<file path="src/rtl/load_store_buffer_pkg.sv">
// Shared types and constants for the load/store buffer:
// op codes, access sizes, queue entry layout and issue FSM states.
package load_store_buffer_pkg;

    localparam int DEPTH       = 8;
    localparam int FULL_MARGIN = 1;

    localparam logic [4:0] OP_LB  = 5'd0;
    localparam logic [4:0] OP_LH  = 5'd1;
    localparam logic [4:0] OP_LW  = 5'd2;
    localparam logic [4:0] OP_LBU = 5'd3;
    localparam logic [4:0] OP_LHU = 5'd4;
    localparam logic [4:0] OP_SB  = 5'd5;
    localparam logic [4:0] OP_SH  = 5'd6;
    localparam logic [4:0] OP_SW  = 5'd7;
    localparam logic [4:0] OP_NOP = 5'd31;

    localparam logic [1:0] SIZE_B = 2'd0;
    localparam logic [1:0] SIZE_H = 2'd1;
    localparam logic [1:0] SIZE_W = 2'd2;

    typedef struct packed {
        logic        valid;
        logic [4:0]  op;
        logic [31:0] addr;
        logic [31:0] data;
        logic [2:0]  rob;
        logic        committed;
    } lsb_entry_t;

    typedef enum logic {
        ST_IDLE,
        ST_REQ
    } lsb_state_e;

    function automatic logic is_load(input logic [4:0] op);
        return op <= OP_LHU;
    endfunction

    function automatic logic is_store(input logic [4:0] op);
        return (op >= OP_SB) && (op <= OP_SW);
    endfunction

    function automatic logic [1:0] op_size(input logic [4:0] op);
        case (op)
            OP_LH, OP_LHU, OP_SH: return SIZE_H;
            OP_LW, OP_SW:         return SIZE_W;
            default:              return SIZE_B;
        endcase
    endfunction

endpackage

</file>
<file path="src/rtl/load_store_buffer_extend.sv">
// Load result extension: right-aligned memory data to a 32-bit value.
// Ports: op_i (load op code), rdata_i (raw data), value_o (extended).
module load_extend
    import load_store_buffer_pkg::*;
(
    input  logic [4:0]  op_i,
    input  logic [31:0] rdata_i,
    output logic [31:0] value_o
);

    always_comb begin
        value_o = rdata_i;
        case (op_i)
            OP_LB:   value_o = {{24{rdata_i[7]}}, rdata_i[7:0]};
            OP_LH:   value_o = {{16{rdata_i[15]}}, rdata_i[15:0]};
            OP_LBU:  value_o = {24'd0, rdata_i[7:0]};
            OP_LHU:  value_o = {16'd0, rdata_i[15:0]};
            default: value_o = rdata_i;
        endcase
    end

endmodule

</file>
<file path="src/rtl/load_store_buffer.sv">
// In-order 8-entry load/store queue between address unit and data memory.
// In: addr/op/rob_number/ls_value, commit_*, flush, mem_ready/mem_rdata.
// Out: full, mem_* request, cdb_* load result, st_ready_* store notice.
module load_store_buffer
    import load_store_buffer_pkg::*;
(
    input  logic        clk,
    input  logic        rst,
    input  logic [31:0] addr,
    input  logic [4:0]  op,
    input  logic [2:0]  rob_number,
    input  logic [31:0] ls_value,
    input  logic        commit_valid,
    input  logic [2:0]  commit_rob,
    input  logic        flush,
    output logic        full,
    output logic        mem_req,
    output logic        mem_we,
    output logic [31:0] mem_addr,
    output logic [31:0] mem_wdata,
    output logic [1:0]  mem_size,
    input  logic        mem_ready,
    input  logic [31:0] mem_rdata,
    output logic        cdb_valid,
    output logic [2:0]  cdb_rob,
    output logic [31:0] cdb_value,
    output logic        st_ready_valid,
    output logic [2:0]  st_ready_rob
);

    lsb_entry_t  ent_q [DEPTH];
    lsb_entry_t  ent_d [DEPTH];
    logic [2:0]  head_q, head_d, tail_q, tail_d;
    logic [3:0]  count_q, count_d;
    lsb_state_e  state_q, state_d;
    logic        kill_q, kill_d;
    logic        cdb_valid_d, st_valid_d;
    logic [2:0]  cdb_rob_d, st_rob_d;
    logic [31:0] cdb_value_d;

    lsb_entry_t  hd;
    logic        in_req, enq, pop, run;
    logic [3:0]  keep;
    logic [2:0]  scan_idx, flush_off;
    logic [31:0] ext_val;

    load_extend u_ext (
        .op_i    (hd.op),
        .rdata_i (mem_rdata),
        .value_o (ext_val)
    );

    assign hd     = ent_q[head_q];
    assign in_req = (state_q == ST_REQ);
    assign pop    = in_req && mem_ready;
    assign enq    = (is_load(op) || is_store(op)) && !flush
                    && (count_q != 4'(DEPTH));

    always_comb begin
        ent_d    = ent_q;
        head_d   = head_q;
        tail_d   = tail_q;
        count_d  = count_q + {3'd0, enq} - {3'd0, pop};
        kill_d   = kill_q;
        keep     = '0;
        run      = 1'b1;
        scan_idx = head_q;
        flush_off = '0;

        // Commit lands before any flush in the same cycle.
        for (int i = 0; i < DEPTH; i++) begin
            if (commit_valid && ent_q[i].valid && is_store(ent_q[i].op)
                && ent_q[i].rob == commit_rob)
                ent_d[i].committed = 1'b1;
        end

        // Surviving prefix: committed stores, plus an in-flight head
        // load that must finish its handshake (its result is killed).
        for (int i = 0; i < DEPTH; i++) begin
            scan_idx = head_q + 3'(i);
            if (run && 4'(i) < count_q && ent_d[scan_idx].valid
                && (ent_d[scan_idx].committed || (i == 0 && in_req)))
                keep = keep + 4'd1;
            else
                run = 1'b0;
        end

        if (flush) begin
            for (int i = 0; i < DEPTH; i++) begin
                flush_off = 3'(i) - head_q;
                if (4'(flush_off) >= keep)
                    ent_d[i].valid = 1'b0;
            end
            tail_d  = head_q + keep[2:0];
            count_d = keep - {3'd0, pop};
            if (in_req && is_load(hd.op))
                kill_d = 1'b1;
        end

        if (pop) begin
            ent_d[head_q].valid = 1'b0;
            head_d = head_q + 3'd1;
            kill_d = 1'b0;
        end

        if (enq) begin
            ent_d[tail_q] = '{valid: 1'b1, op: op, addr: addr,
                              data: ls_value, rob: rob_number,
                              committed: 1'b0};
            tail_d = tail_q + 3'd1;
        end
    end

    always_comb begin
        state_d = state_q;
        case (state_q)
            ST_IDLE:
                if (hd.valid && ((is_store(hd.op) && hd.committed)
                                 || (is_load(hd.op) && !flush)))
                    state_d = ST_REQ;
            ST_REQ:
                if (mem_ready)
                    state_d = ST_IDLE;
            default: state_d = ST_IDLE;
        endcase
    end

    always_comb begin
        cdb_valid_d = pop && is_load(hd.op) && !kill_q && !flush;
        cdb_rob_d   = cdb_valid_d ? hd.rob : cdb_rob;
        cdb_value_d = cdb_valid_d ? ext_val : cdb_value;
        st_valid_d  = enq && is_store(op);
        st_rob_d    = st_valid_d ? rob_number : st_ready_rob;
    end

    always_ff @(posedge clk or negedge rst) begin
        if (!rst) begin
            ent_q          <= '{default: '0};
            head_q         <= '0;
            tail_q         <= '0;
            count_q        <= '0;
            state_q        <= ST_IDLE;
            kill_q         <= 1'b0;
            cdb_valid      <= 1'b0;
            cdb_rob        <= '0;
            cdb_value      <= '0;
            st_ready_valid <= 1'b0;
            st_ready_rob   <= '0;
        end else begin
            ent_q          <= ent_d;
            head_q         <= head_d;
            tail_q         <= tail_d;
            count_q        <= count_d;
            state_q        <= state_d;
            kill_q         <= kill_d;
            cdb_valid      <= cdb_valid_d;
            cdb_rob        <= cdb_rob_d;
            cdb_value      <= cdb_value_d;
            st_ready_valid <= st_valid_d;
            st_ready_rob   <= st_rob_d;
        end
    end

    assign full      = count_q >= 4'(DEPTH - FULL_MARGIN);
    assign mem_req   = in_req;
    assign mem_we    = in_req && is_store(hd.op);
    assign mem_addr  = in_req ? hd.addr : '0;
    assign mem_wdata = mem_we ? hd.data : '0;
    assign mem_size  = in_req ? op_size(hd.op) : SIZE_B;

endmodule

</file>
<file path="config.mk">
export PLATFORM = sky130hd
export DESIGN_NAME = load_store_buffer
export DESIGN_NICKNAME = d
export VERILOG_FILES = /design/src/rtl/load_store_buffer_pkg.sv /design/src/rtl/load_store_buffer_extend.sv /design/src/rtl/load_store_buffer.sv
export SDC_FILE = /design/constraint.sdc
export NUM_CORES = 1
export LEC_CHECK = 0
export BUFFER_PORTS_ARGS = -buffer_cell sky130_fd_sc_hd__buf_2
export CORE_ASPECT_RATIO = 0.6
export CORE_UTILIZATION = 30
export DETAILED_ROUTE_END_ITERATION = 8
export HOLD_SLACK_MARGIN = 0.02
export SLEW_MARGIN = 20
export SYNTH_ARGS = -nofsm -noshare
export SYNTH_HDL_FRONTEND = slang
export SYNTH_HIERARCHICAL = 1
export SYNTH_SLANG_ARGS = --single-unit
</file>
<file path="constraint.sdc">
create_clock -name clk -period 16.5 [get_ports clk]
set_clock_uncertainty 0.1 [all_clocks]
set_input_delay 2.475 -clock clk [delete_from_list [all_inputs] [get_ports clk]]
set_output_delay 2.475 -clock clk [all_outputs]
set_load 0.01 [all_outputs]
</file>
-- After elaboration in Yosys (flattened, before gate mapping)
Cells that the tools add are included.
- register bits: 644
- input port bits: 112
- word-level logic and storage cells: 331
- output and inout bits: 109
- reductions and logical operators: 83
- $lt $le $gt $ge: 50
- $add $sub $neg: 27
- multiplexer cells: 88
- bitwise gates (word level): 10
- eq/ne operators: 15
- operators with widths (cell ; number):
    74-bit binary-select mux with 3-bit select ; 9
    74-bit two-way mux ; 20
    592-bit bitwise mux ; 2
    592-bit two-way mux ; 2
    74-bit demux with 3-bit select ; 2
    32-bit one-hot mux with 4 select lines ; 1
    1-bit logical AND ; 71
    32-bit two-way mux ; 2
    5-bit by 3-bit <= comparator with 1-bit output, second input constant ; 12
    5-bit by 3-bit >= comparator with 1-bit output, second input constant ; 10
    1-bit two-way mux ; 37
    4-bit >= comparator, second input constant ; 9
    3-bit inverter with 4-bit output ; 9
    3-bit by 4-bit >= comparator with 1-bit output ; 8
    4-bit two-way mux ; 8
    4-bit by 1-bit adder with 4-bit output, second input constant ; 7
    3-bit == test ; 8
    3-bit by 4-bit less-than comparator with 1-bit output, first input constant ; 4
    5-bit by 3-bit == test with 1-bit output, second input constant ; 3
    3-bit adder, second input constant ; 4
    3-bit subtractor, first input constant ; 4
    5-bit by 2-bit == test with 1-bit output, second input constant ; 2
    1-bit by 4-bit less-than comparator with 1-bit output, first input constant ; 2
    2-bit by 4-bit less-than comparator with 1-bit output, first input constant ; 2
    other kinds (23) ; 35

-- Longest topological paths before layout
Gate-level depths: netlist of run 1.
- depth after elaboration: 46
- gate-level depth with buffers: 38
- gate-level depth less buffers: 33

-- Modules after synthesis
The synthesis of run 1 kept the hierarchy.
- by module, submodules not included (module ; cells each ; instances ; sequential area each (µm²) ; area each (µm²)):
    load_store_buffer ; 2174 ; 1 ; 16115.5 ; 30887.1
    load_extend ; 45 ; 1 ; 0.0 ; 335.3

-- Worst setup path before layout of run 1
OpenSTA, ideal clock, no wires.
- path type: in2reg
- from: input commit_rob[1]
- to: register ent_q[221] in the netlist's numbering
- stages on the path: 31
- path buffers: 1
- slack: 7702 ps
- arrival: 8568 ps
- setup time: 130 ps
- required time: 16270 ps
- path through: buf_6 > xor2_1 > nor3_1 > a21oi_1 > mux4_2 > nand2_1 > a21oi_1 > a2111oi_0 > ha_1 > nand2_1 > nor4_4 > a21oi_2 > xnor2_1 > ha_1 > o21a_1 > ha_1 > a21o_2 > ha_1 > nor2_1 > nor2_1 > ha_1 > mux2i_1 > a31oi_1 > ha_1 > mux2i_1 > ha_1 > a21oi_1 > or2_2 > a21oi_1 > a211oi_2 > o22ai_1
- RTL lines (item ; RTL line ; source):
    from (decl) ; load_store_buffer.sv:14 ; input logic [2:0] commit_rob,
    to (signal assigned) ; load_store_buffer.sv:150 ; ent_q <= ent_d;
    to (decl) ; load_store_buffer.sv:31 ; lsb_entry_t ent_q [DEPTH];

==> results.py, run 1 <==
metrics = {
    "final_layout": {
        "final_common_cell": "dfrtp_1",
        "areaGrowthSynthToFinish_pct": 15.74,
        "layout-drive-gt1-share": 0.4726,
        "design_area_um2": 36140,
        "fill_cells": 10030,
        "utilization": 0.3511,
        "fin_nets": 2547,
        "layout_common_cells": "dfrtp_1, mux2_2, buf_2",
    },
    "worst_setup_path": {
        "critPathLaunchType": "flip-flop",
        "cp.arrival_ns": 9.73,
        "path_class": "flip-flop to flip-flop",
        "critPathMaxFanout": 46,
        "cpPeakStageDelay_ns": 0.90,
        "crit_top_cell": "ha_1",
        "end_kind": "flip-flop",
        "critPathRequiredTime_ns": 16.90,
        "slowest_stage": "dfrtp_4",
    },
    "worst_hold_path": {
        "hold_class": "flip-flop to flip-flop",
    },
    "placement": {
        "dp_hpwl_um": 49890,
        "numPortBuffers": 220,
        "dpl_cell_area_um2": 33670,
        "gp_congestion": 0.8683,
    },
    "sta": {
        "finalSetupTns_ns": 0,
        "hold_viol_final": 0,
        "fmax_ghz": 0.1071,
        "rsz0062_at_grt": "false",
        "relSlewSlack": 0.3051,
        "period_minus_slack_ns": 9.334,
        "slew_viol_final": 0,
        "finalCritPeriodShare": 0.5657,
        "max_slew.worst_pin.slew_ns": 1.042,
        "finalSetupViolations": 0,
    },
    "global_route": {
        "track_usage": 0.1610,
        "antenna_found_initial": 17,
        "globalRouteOverflowTotal": 0,
        "grt_max_degree": 164,
        "grt_pass1_vias": 19520,
        "grt_pass1_wl_um": 129100,
    },
    "detailed_routing": {
        "first_pass_iters": 5,
        "via_per_inst": 4.986,
        "wl_met2_um": 35620,
        "wl_met1_um": 40720,
        "routed_wl_um": 83830,
        "wl_per_cell_um": 21.81,
        "initialDrtViolationCount": 1299,
        "detail-route-antenna-nets": 0,
        "route.met3.wl_um": 5927,
        "remaining_drc_errors": 0,
        "top_layer_used": "met5",
        "vias": 19160,
    },
    "synthesis": {
        "syn_inst": 2219,
        "avgSynthCellArea_um2": 14.07,
        "synth_fp_nets": 2371,
        "ys.flop_type": "dfrtp_1",
        "ys_async_sr_fraction": 1.000,
        "seq_area_frac_synth": 0.5161,
        "netlist_area_um2": 31220,
        "ys_types": 78,
        "synth_edf_count": 0,
        "ys_ff_latch": 644,
        "yosys_warnings": 6,
    },
    "clock_tree": {
        "clock_path_buffers": 3,
        "cts_buffers": 69,
        "cts-htree-levels": 3,
        "cts_root_buf": "clkbuf_16",
        "cts_hold_buf": 0,
        "cts_setup_buffers": 0,
        "cts_sinks": 644,
        "clkTransAtPathRegs_ns": 0.06,
        "cts_tree": "yes",
        "cts-resized-gates": 0,
        "clk_latency_ns": 0.66,
    },
    "floorplan": {
        "rows": 91,
        "dieArea_um2": 105400,
        "num_io_pins": 221,
        "die_h_um": 251.9,
        "coreArea_um2": 102900,
        "die_x_um": 418.5,
        "start_util": 0.3033,
    },
    "run_status": {
        "status": "completed",
    },
    "power": {
        "p_leak_nw": 16.65,
        "ir_drop_mv": 0.08467,
        "p_per_area_nw_per_um2": 178.9,
    },
    "job": {
        "maxCapViolCount": 0,
    },
}
[synthesized netlist by cell type (12+ instances only)]
cell type,number,share of area
buf_2,16,0.0026
nor3_1,13,0.0021
xor2_1,32,0.0090
a21oi_1,67,0.011
mux4_2,153,0.11
ha_1,38,0.015
clkbuf_1,69,0.0083
xnor2_1,12,0.0034
nor2_1,44,0.0053
buf_6,12,0.0043
a21boi_0,32,0.0077
mux2_2,595,0.21
dfrtp_1,644,0.52
mux2i_1,14,0.0045
a21o_1,29,0.0070
nand2_1,204,0.025
a211oi_1,20,0.0048
inv_1,22,0.0026
buf_1,35,0.0042
[routing by layer]
metal / vias to the layer above / GRT usage
li1: 8524 / -
met1: 9986 / 0.2431
met2: 511 / 0.2244
met3: 126 / 0.04520
met4: 16 / 0.03820
met5: - / 0
[cell type report]
| class | instances | area (um^2) | area share |
|---|---|---|---|
| antenna | 2 | 5.005 | 0.0001385 |
| multi-input combinational | 1403 | 14340 | 0.3967 |
| timing repair buffer | 251 | 1376 | 0.03809 |
| sequential | 644 | 16130 | 0.4463 |
| clock buffer | 94 | 1932 | 0.05346 |
| clock inverter | 28 | 518.0 | 0.01433 |
| tap | 1395 | 1745 | 0.04830 |
| inverter | 26 | 97.59 | 0.002701 |
[stage by stage]
stage | total power [mW] | cells | hold slack [ns] | setup slack [ns]
2_1_floorplan | 4.289 | 2219 | 0.3600 | 7.702
3_5_place_dp | 4.828 | 3719 | 0.3873 | 6.631
6_report | 6.466 | 3843 | 0.4001 | 7.166
5_1_grt | 6.870 | 3843 | 0.4095 | 6.471
4_1_cts | 6.549 | 3841 | 0.4012 | 7.301
3_3_place_gp | 4.790 | 3719 | 0.3816 | 6.770
[sequential cells by signal, indices dropped and copies added, names as in the netlist]
register	cells
ent_q	592
cdb_value	32
count_q	4
cdb_rob	3
head_q	3
st_ready_rob	3
tail_q	3
cdb_valid	1
kill_q	1
mem_req	1
st_ready_valid	1
[cells by family after synthesis]
logic type                 synth area share
and+or+nand+nor                     0.05358
AOI/OAI and AO/OA                   0.04504
DFF                                  0.5161
buffers and inverters               0.02649
muxes                                0.3299
adders and majority gates           0.01651
xor gates and xnor gates            0.01234
[worst paths after layout]
check | start | depth (start not counted) | slack [ns] | to
setup / recovery | head_q[0]$_DFFE_PN0P_ | 33 | 7.17 | ent_q[517]$_DFF_PN0_
hold / removal | ent_q[429]$_DFFE_PN0P_ | 1 | 0.40 | ent_q[429]$_DFFE_PN0P_
setup reg to reg | head_q[0]$_DFFE_PN0P_ | 33 | 7.17 | ent_q[517]$_DFF_PN0_
hold reg to reg | ent_q[429]$_DFFE_PN0P_ | 1 | 0.40 | ent_q[429]$_DFFE_PN0P_
max in group asynchronous | rst | 4 | 11.48 | ent_q[417]$_DFFE_PN0P_
min in group asynchronous | rst | 1 | 1.81 | ent_q[312]$_DFFE_PN0P_
[critical path, delay by kind of cell (launching register included)]
family	cells	cell delay [ns]
AO/OA/AOI/OAI	11	1.89
multiplexers	2	0.75
XOR/XNOR	1	0.14
AND/OR/NAND/NOR	9	1.16
adder cells (fa/ha/maj)	8	3.12
flip-flops	1	0.90
buffers and inverters	2	1.13
[power breakdown]
part           internal (mW)  switching, mW
logic                   1.19           1.02
clock network          0.992          0.693
registers               2.19          0.386
(Power assumes the default switching activity.)
==> inputs of run 2 (changes only) <==
--- a/config.mk
+++ b/config.mk
@@ -5,6 +5,7 @@
 export SDC_FILE = /design/constraint.sdc
 export NUM_CORES = 1
 export LEC_CHECK = 0
+export ABC_AREA = 1
 export BUFFER_PORTS_ARGS = -buffer_cell sky130_fd_sc_hd__buf_2
 export CORE_ASPECT_RATIO = 0.6
 export CORE_UTILIZATION = 30
==> constraint.sdc (replaced) <==
create_clock -name clk -period 8.8 [get_ports clk]
set_clock_uncertainty 0.1 [all_clocks]
set_input_delay 1.32 -clock clk [delete_from_list [all_inputs] [get_ports clk]]
set_output_delay 1.32 -clock clk [all_outputs]
set_load 0.01 [all_outputs]
==> results.py, run 2 <==
metrics = {
    "synthesis": {
        "synthMuxAreaShare": 0.0003207,
        "synthAdderAreaFrac": 0.01652,
        "ys_ff_latch": 644,
        "synth.most_common_cell": "nand2_1",
        "syn_inst": 3942,
        "yosys_warnings": 6,
        "synthSimpleGateAreaFrac": 0.2179,
        "ys_async_sr_fraction": 1.000,
        "synth_edf_count": 0,
        "avgSynthCellArea_um2": 7.917,
        "synthTopCellsByArea": "dfrtp_1, nand2_1, o21ai_0",
        "synth_commonest_cells": "nand2_1, o21ai_0, dfrtp_1, nor2_1, clkbuf_1",
        "synth_top_family_by_area": "simple AND/OR/NAND/NOR gates",
        "yosysTopAreaCell": "dfrtp_1",
        "netlist_area_um2": 31210,
        "synth_compound_area_frac": 0.1823,
        "synth-xor-area-share": 0.001403,
        "ys_types": 57,
        "synth_fp_nets": 4094,
        "ys.flop_type": "dfrtp_1",
        "seq_area_frac_synth": 0.5164,
        "synth_top_area_frac": 0.5164,
    },
    "job": {
        "maxCapViolCount": 0,
    },
    "floorplan": {
        "die_h_um": 251.8,
        "num_io_pins": 221,
        "die_x_um": 418.4,
        "start_util": 0.3032,
        "coreArea_um2": 102900,
        "dieArea_um2": 105400,
        "rows": 91,
    },
    "global_route": {
        "track_usage": 0.1829,
        "antenna_found_initial": 6,
        "grt_max_degree": 165,
        "grt_pass1_vias": 24820,
        "globalRouteOverflowTotal": 0,
        "grt_pass1_wl_um": 151500,
    },
    "final_layout": {
        "largest_reg_flops": 592,
        "regMostFlops": "ent_q",
        "layout-drive-gt1-share": 0.1065,
        "fin_nets": 4150,
        "areaGrowthSynthToFinish_pct": 13.72,
        "fill_cells": 10930,
        "top_regs": "ent_q x592, cdb_value x32, count_q x4",
        "final_common_cell": "nand2_1",
        "layout_common_cells": "nand2_1, o21ai_0, dfrtp_1",
    },
    "run_status": {
        "status": "completed",
    },
    "clock_tree": {
        "cts_sinks": 644,
        "clk_latency_ns": 0.65,
        "cts_buffers": 68,
        "cts-htree-levels": 3,
        "cts_root_buf": "clkbuf_16",
        "cts_setup_buffers": 0,
        "cts_tree": "yes",
        "cts_hold_buf": 0,
        "clkTransAtPathRegs_ns": 0.06,
        "clock_path_buffers": 3,
        "cts-resized-gates": 0,
    },
    "sta": {
        "rsz0062_at_grt": "false",
        "relSlewSlack": 0.2845,
        "final.setup.worst_slack_ns": 0.7604,
        "hold_viol_final": 0,
        "finalSetupTns_ns": 0,
        "max_slew.worst_pin.slew_ns": 1.073,
        "fmax_ghz": 0.1244,
        "period_minus_slack_ns": 8.040,
        "finalCritPeriodShare": 0.9136,
        "slew_viol_final": 0,
        "finalSetupViolations": 0,
    },
    "detailed_routing": {
        "vias": 26690,
        "initialDrtViolationCount": 2643,
        "first_pass_iters": 5,
        "detail-route-antenna-nets": 0,
        "remaining_drc_errors": 0,
        "wl_per_cell_um": 17.78,
        "routed_wl_um": 96800,
        "via_per_inst": 4.900,
    },
    "placement": {
        "gp_congestion": 0.9459,
        "numPortBuffers": 220,
        "dp_hpwl_um": 57100,
        "place_ws_ns": 0.9324,
    },
    "worst_setup_path": {
        "crit_top_cell": "nand2_1",
        "path_class": "flip-flop to flip-flop",
        "cp.arrival_ns": 8.41,
        "critPathMaxFanout": 67,
        "slowest_stage": "dfrtp_4",
        "end_kind": "flip-flop",
        "critPathRequiredTime_ns": 9.17,
        "critPathLaunchType": "flip-flop",
        "cpPeakStageDelay_ns": 0.76,
    },
    "power": {
        "ir_drop_mv": 0.3001,
        "p_per_area_nw_per_um2": 363.1,
        "p_leak_nw": 16.99,
    },
    "worst_hold_path": {
        "hold_class": "flip-flop to flip-flop",
    },
}
-- run 2: path summary, 6_finish.rpt --
kind,startpoint,slack (ns),cells past startpoint,endpoint
min in group asynchronous,rst,0.59,1,ent_q[462]$_DFFE_PN0P_
max in group asynchronous,rst,6.31,2,mem_req$_DFF_PN0_
min reg2reg,ent_q[516]$_DFFE_PN0P_,0.36,2,ent_q[516]$_DFFE_PN0P_
max,head_q[0]$_DFFE_PN0P_,0.76,44,ent_q[517]$_DFF_PN0_
min,ent_q[516]$_DFFE_PN0P_,0.36,2,ent_q[516]$_DFFE_PN0P_
max reg2reg,head_q[0]$_DFFE_PN0P_,0.76,44,ent_q[517]$_DFF_PN0_
-- run 2: per-layer routing --
layer	vias up	routed length [um]	GRT usage
li1	13020	-	-
met1	12740	48330	0.2799
met2	811	39590	0.2533
met3	110	7457	0.05028
met4	2	1427	0.03537
met5	-	7	0
-- run 2: cell families (layout without fill, tap and decap cells) --
logic type	Yosys count	in the layout
compound gates	1061	1061
mux	1	1
simple gates	1695	1695
fa+ha+maj	40	40
flops	644	644
xor+xnor	5	5
other cells	0	5
buf+inv	496	600
-- run 2: where the power goes --
group | switching [mW] | leakage, nW | total, mW | internal (mW)
Combinational | 3.50 | 7.54 | 5.24 | 1.73
Clock | 1.30 | 1.06 | 2.88 | 1.58
Sequential | 0.687 | 8.39 | 4.77 | 4.08
-- run 2: area by class of cell --
class | instances | area [um^2] | share of cell area
clock buffers | 90 | 1866 | 0.05257
well taps | 1395 | 1745 | 0.04918
multi-input cells | 2802 | 13100 | 0.3692
clock inverters | 28 | 322.8 | 0.009096
diodes | 5 | 12.51 | 0.0003526
flip-flops and latches | 644 | 16120 | 0.4543
inverters | 225 | 879.6 | 0.02478
repair buffers | 257 | 1438 | 0.04051
-- run 2: worst max-delay path, delay by kind of cell, from the launching register on --
kind            cells  cell delay (ns)
compound gates      4             0.69
fa+ha+maj           8             2.67
buf+inv            10             1.34
flops               1             0.76
simple gates       22             2.24
-- run 2: stage by stage --
step / std cells / utilization / power, mW / hold slack (ns) / instance area [um^2]
floorplan: 3942 / - / 8.281 / 0.3361 / 31210
global placement: 5323 / 0.3232 / 9.943 / 0.3501 / 33270
detailed placement: 5323 / 0.3232 / 10.00 / 0.3530 / 33270
CTS: 5441 / 0.3445 / 12.95 / 0.3669 / 35460
global route: 5444 / 0.3447 / 13.93 / 0.3886 / 35480
finish: 5446 / 0.3448 / 12.89 / 0.3641 / 35490
==> inputs of run 3 (changes only) <==
--- a/config.mk
+++ b/config.mk
@@ -8,6 +8,7 @@
 export ABC_AREA = 1
 export BUFFER_PORTS_ARGS = -buffer_cell sky130_fd_sc_hd__buf_2
 export CORE_ASPECT_RATIO = 0.6
+export CORE_MARGIN = 5
 export CORE_UTILIZATION = 30
 export DETAILED_ROUTE_END_ITERATION = 8
 export HOLD_SLACK_MARGIN = 0.02
==> results.py, run 3 (synthesis gave the netlist of run 2 again) <==
metrics = {
    "final_layout": {
        "stdcell_count": 5444,
        "fin_nets": 4149,
        "largest_reg_flops": 592,
        "areaGrowthSynthToFinish_pct": 13.77,
        "layout-drive-gt1-share": 0.1065,
        "design_area_um2": 35510,
        "regMostFlops": "ent_q",
        "final_common_cell": "nand2_1",
        "utilization": 0.3446,
        "top_regs": "ent_q x592, cdb_value x32, count_q x4",
        "layout_common_cells": "nand2_1, o21ai_0, dfrtp_1",
    },
    "power": {
        "switching_share": 0.4210,
        "pwr-share-clk": 0.227,
        "p_sw_mw": 5.428,
        "ir_drop_mv": 0.2550,
        "comb_power_share": 0.401,
        "p_leak_nw": 17.03,
        "power.total_mw": 12.89,
        "p_seq_frac": 0.372,
        "p_per_area_nw_per_um2": 363.1,
        "internal_power_mw": 7.464,
    },
    "sta": {
        "finalCritPeriodShare": 0.8619,
        "hold_ws_ns": 0.3602,
        "finalSetupViolations": 0,
        "hold_viol_final": 0,
        "finalSetupTns_ns": 0,
        "final.setup.worst_slack_ns": 1.216,
        "max_slew.worst_pin.slew_ns": 1.074,
        "relSlewSlack": 0.2842,
        "fmax_ghz": 0.1318,
        "slew_viol_final": 0,
        "rsz0062_at_grt": "false",
        "period_minus_slack_ns": 7.584,
    },
    "global_route": {
        "grt_pass1_vias": 25680,
        "grt_pass1_wl_um": 153100,
        "grt_max_degree": 170,
        "globalRouteOverflowTotal": 0,
        "track_usage": 0.1734,
        "antenna_found_initial": 6,
    },
    "worst_hold_path": {
        "hold_class": "flip-flop to flip-flop",
    },
    "detailed_routing": {
        "first_pass_iters": 6,
        "vias": 26780,
        "wl_per_cell_um": 17.80,
        "remaining_drc_errors": 0,
        "initialDrtViolationCount": 2462,
        "detail-route-antenna-nets": 0,
        "via_per_inst": 4.919,
        "routed_wl_um": 96900,
    },
    "clock_tree": {
        "cts_root_buf": "clkbuf_16",
        "cts-htree-levels": 3,
        "cts_sinks": 644,
        "cts_setup_buffers": 0,
        "clkTransAtPathRegs_ns": 0.06,
        "cts_hold_buf": 0,
        "cts-resized-gates": 0,
        "cts_buffers": 69,
        "cts_tree": "yes",
        "clock_path_buffers": 3,
        "clk_latency_ns": 0.64,
    },
    "worst_setup_path": {
        "critPathLaunchType": "flip-flop",
        "cp.arrival_ns": 7.96,
        "end_kind": "flip-flop",
        "slowest_stage": "dfrtp_4",
        "path_class": "flip-flop to flip-flop",
        "crit_top_cell": "nand2_1",
        "critPathRequiredTime_ns": 9.18,
        "cpPeakStageDelay_ns": 0.68,
        "critPathMaxFanout": 81,
    },
    "floorplan": {
        "num_io_pins": 221,
        "rows": 91,
        "start_util": 0.3029,
        "die_x_um": 426.4,
        "dieArea_um2": 110800,
        "die_h_um": 259.8,
        "coreArea_um2": 103000,
    },
    "placement": {
        "numPortBuffers": 220,
        "dpl_cell_area_um2": 33250,
        "place_ws_ns": 0.9802,
        "numPlacedInstances": 5321,
        "dp_hpwl_um": 58020,
        "gp_congestion": 0.9094,
    },
    "run_status": {
        "status": "completed",
    },
    "job": {
        "maxCapViolCount": 0,
    },
}
[run 3: cell count changes in the layout (fill, tap and decap cells not counted), sizes merged]
| cell | change |
|---|---|
| bufinv | +2 |
| diode | -3 |
| clkinvlp | -3 |
| buf | -2 |
| clkinv | -1 |
| clkbuf | +5 |
[run 3: worst paths after layout]
path                                           start                   endpoint  slack, ns  cells after the start
max                            head_q[0]$_DFFE_PN0P_       ent_q[517]$_DFF_PN0_       1.22                     45
min                        cdb_value[23]$_DFFE_PN0P_  cdb_value[23]$_DFFE_PN0P_       0.36                      2
max reg2reg                    head_q[0]$_DFFE_PN0P_       ent_q[517]$_DFF_PN0_       1.22                     45
min reg2reg                cdb_value[23]$_DFFE_PN0P_  cdb_value[23]$_DFFE_PN0P_       0.36                      2
max in group asynchronous                        rst          mem_req$_DFF_PN0_       6.06                      3
min in group asynchronous                        rst     ent_q[312]$_DFFE_PN0P_       0.61                      1
[run 3: power groups by stage]
stage	Combinational, mW	Sequential (mW)	Clock [mW]
floorplan	3.66	4.62	0
CTS	5.18	4.78	3.02
global placement	5.10	4.79	0
global route	5.87	4.93	3.13
detailed placement	5.16	4.81	0
finish	5.17	4.79	2.93
[run 3: worst max-delay path: cells and delay by family, from the launching register on]
| kind | cells | cell delay (ns) |
|---|---|---|
| adder cells (fa/ha/maj) | 8 | 2.36 |
| AND/OR/NAND/NOR | 22 | 2.19 |
| buffers and inverters | 11 | 1.39 |
| AO/OA/AOI/OAI | 4 | 0.72 |
| flip-flops | 1 | 0.68 |
[run 3: area by class of cell]
type	count	area, um^2
Timing Repair Buffer	255	1423
Tap cell	1395	1745
Inverter	225	877.1
Fill cell	10870	67540
Clock inverter	26	315.3
Sequential cell	644	16120
Clock buffer	95	1924
Multi-Input combinational cell	2802	13090
Antenna cell	2	5.005
[run 3: metal layers]
metal / up-vias / part of all wire / global-route usage
li1: 13050 / - / -
met1: 12840 / 0.50 / 0.2610
met2: 780 / 0.42 / 0.2535
met3: 103 / 0.073 / 0.04330
met4: 4 / 0.012 / 0.02941
met5: - / 0.00024 / 0
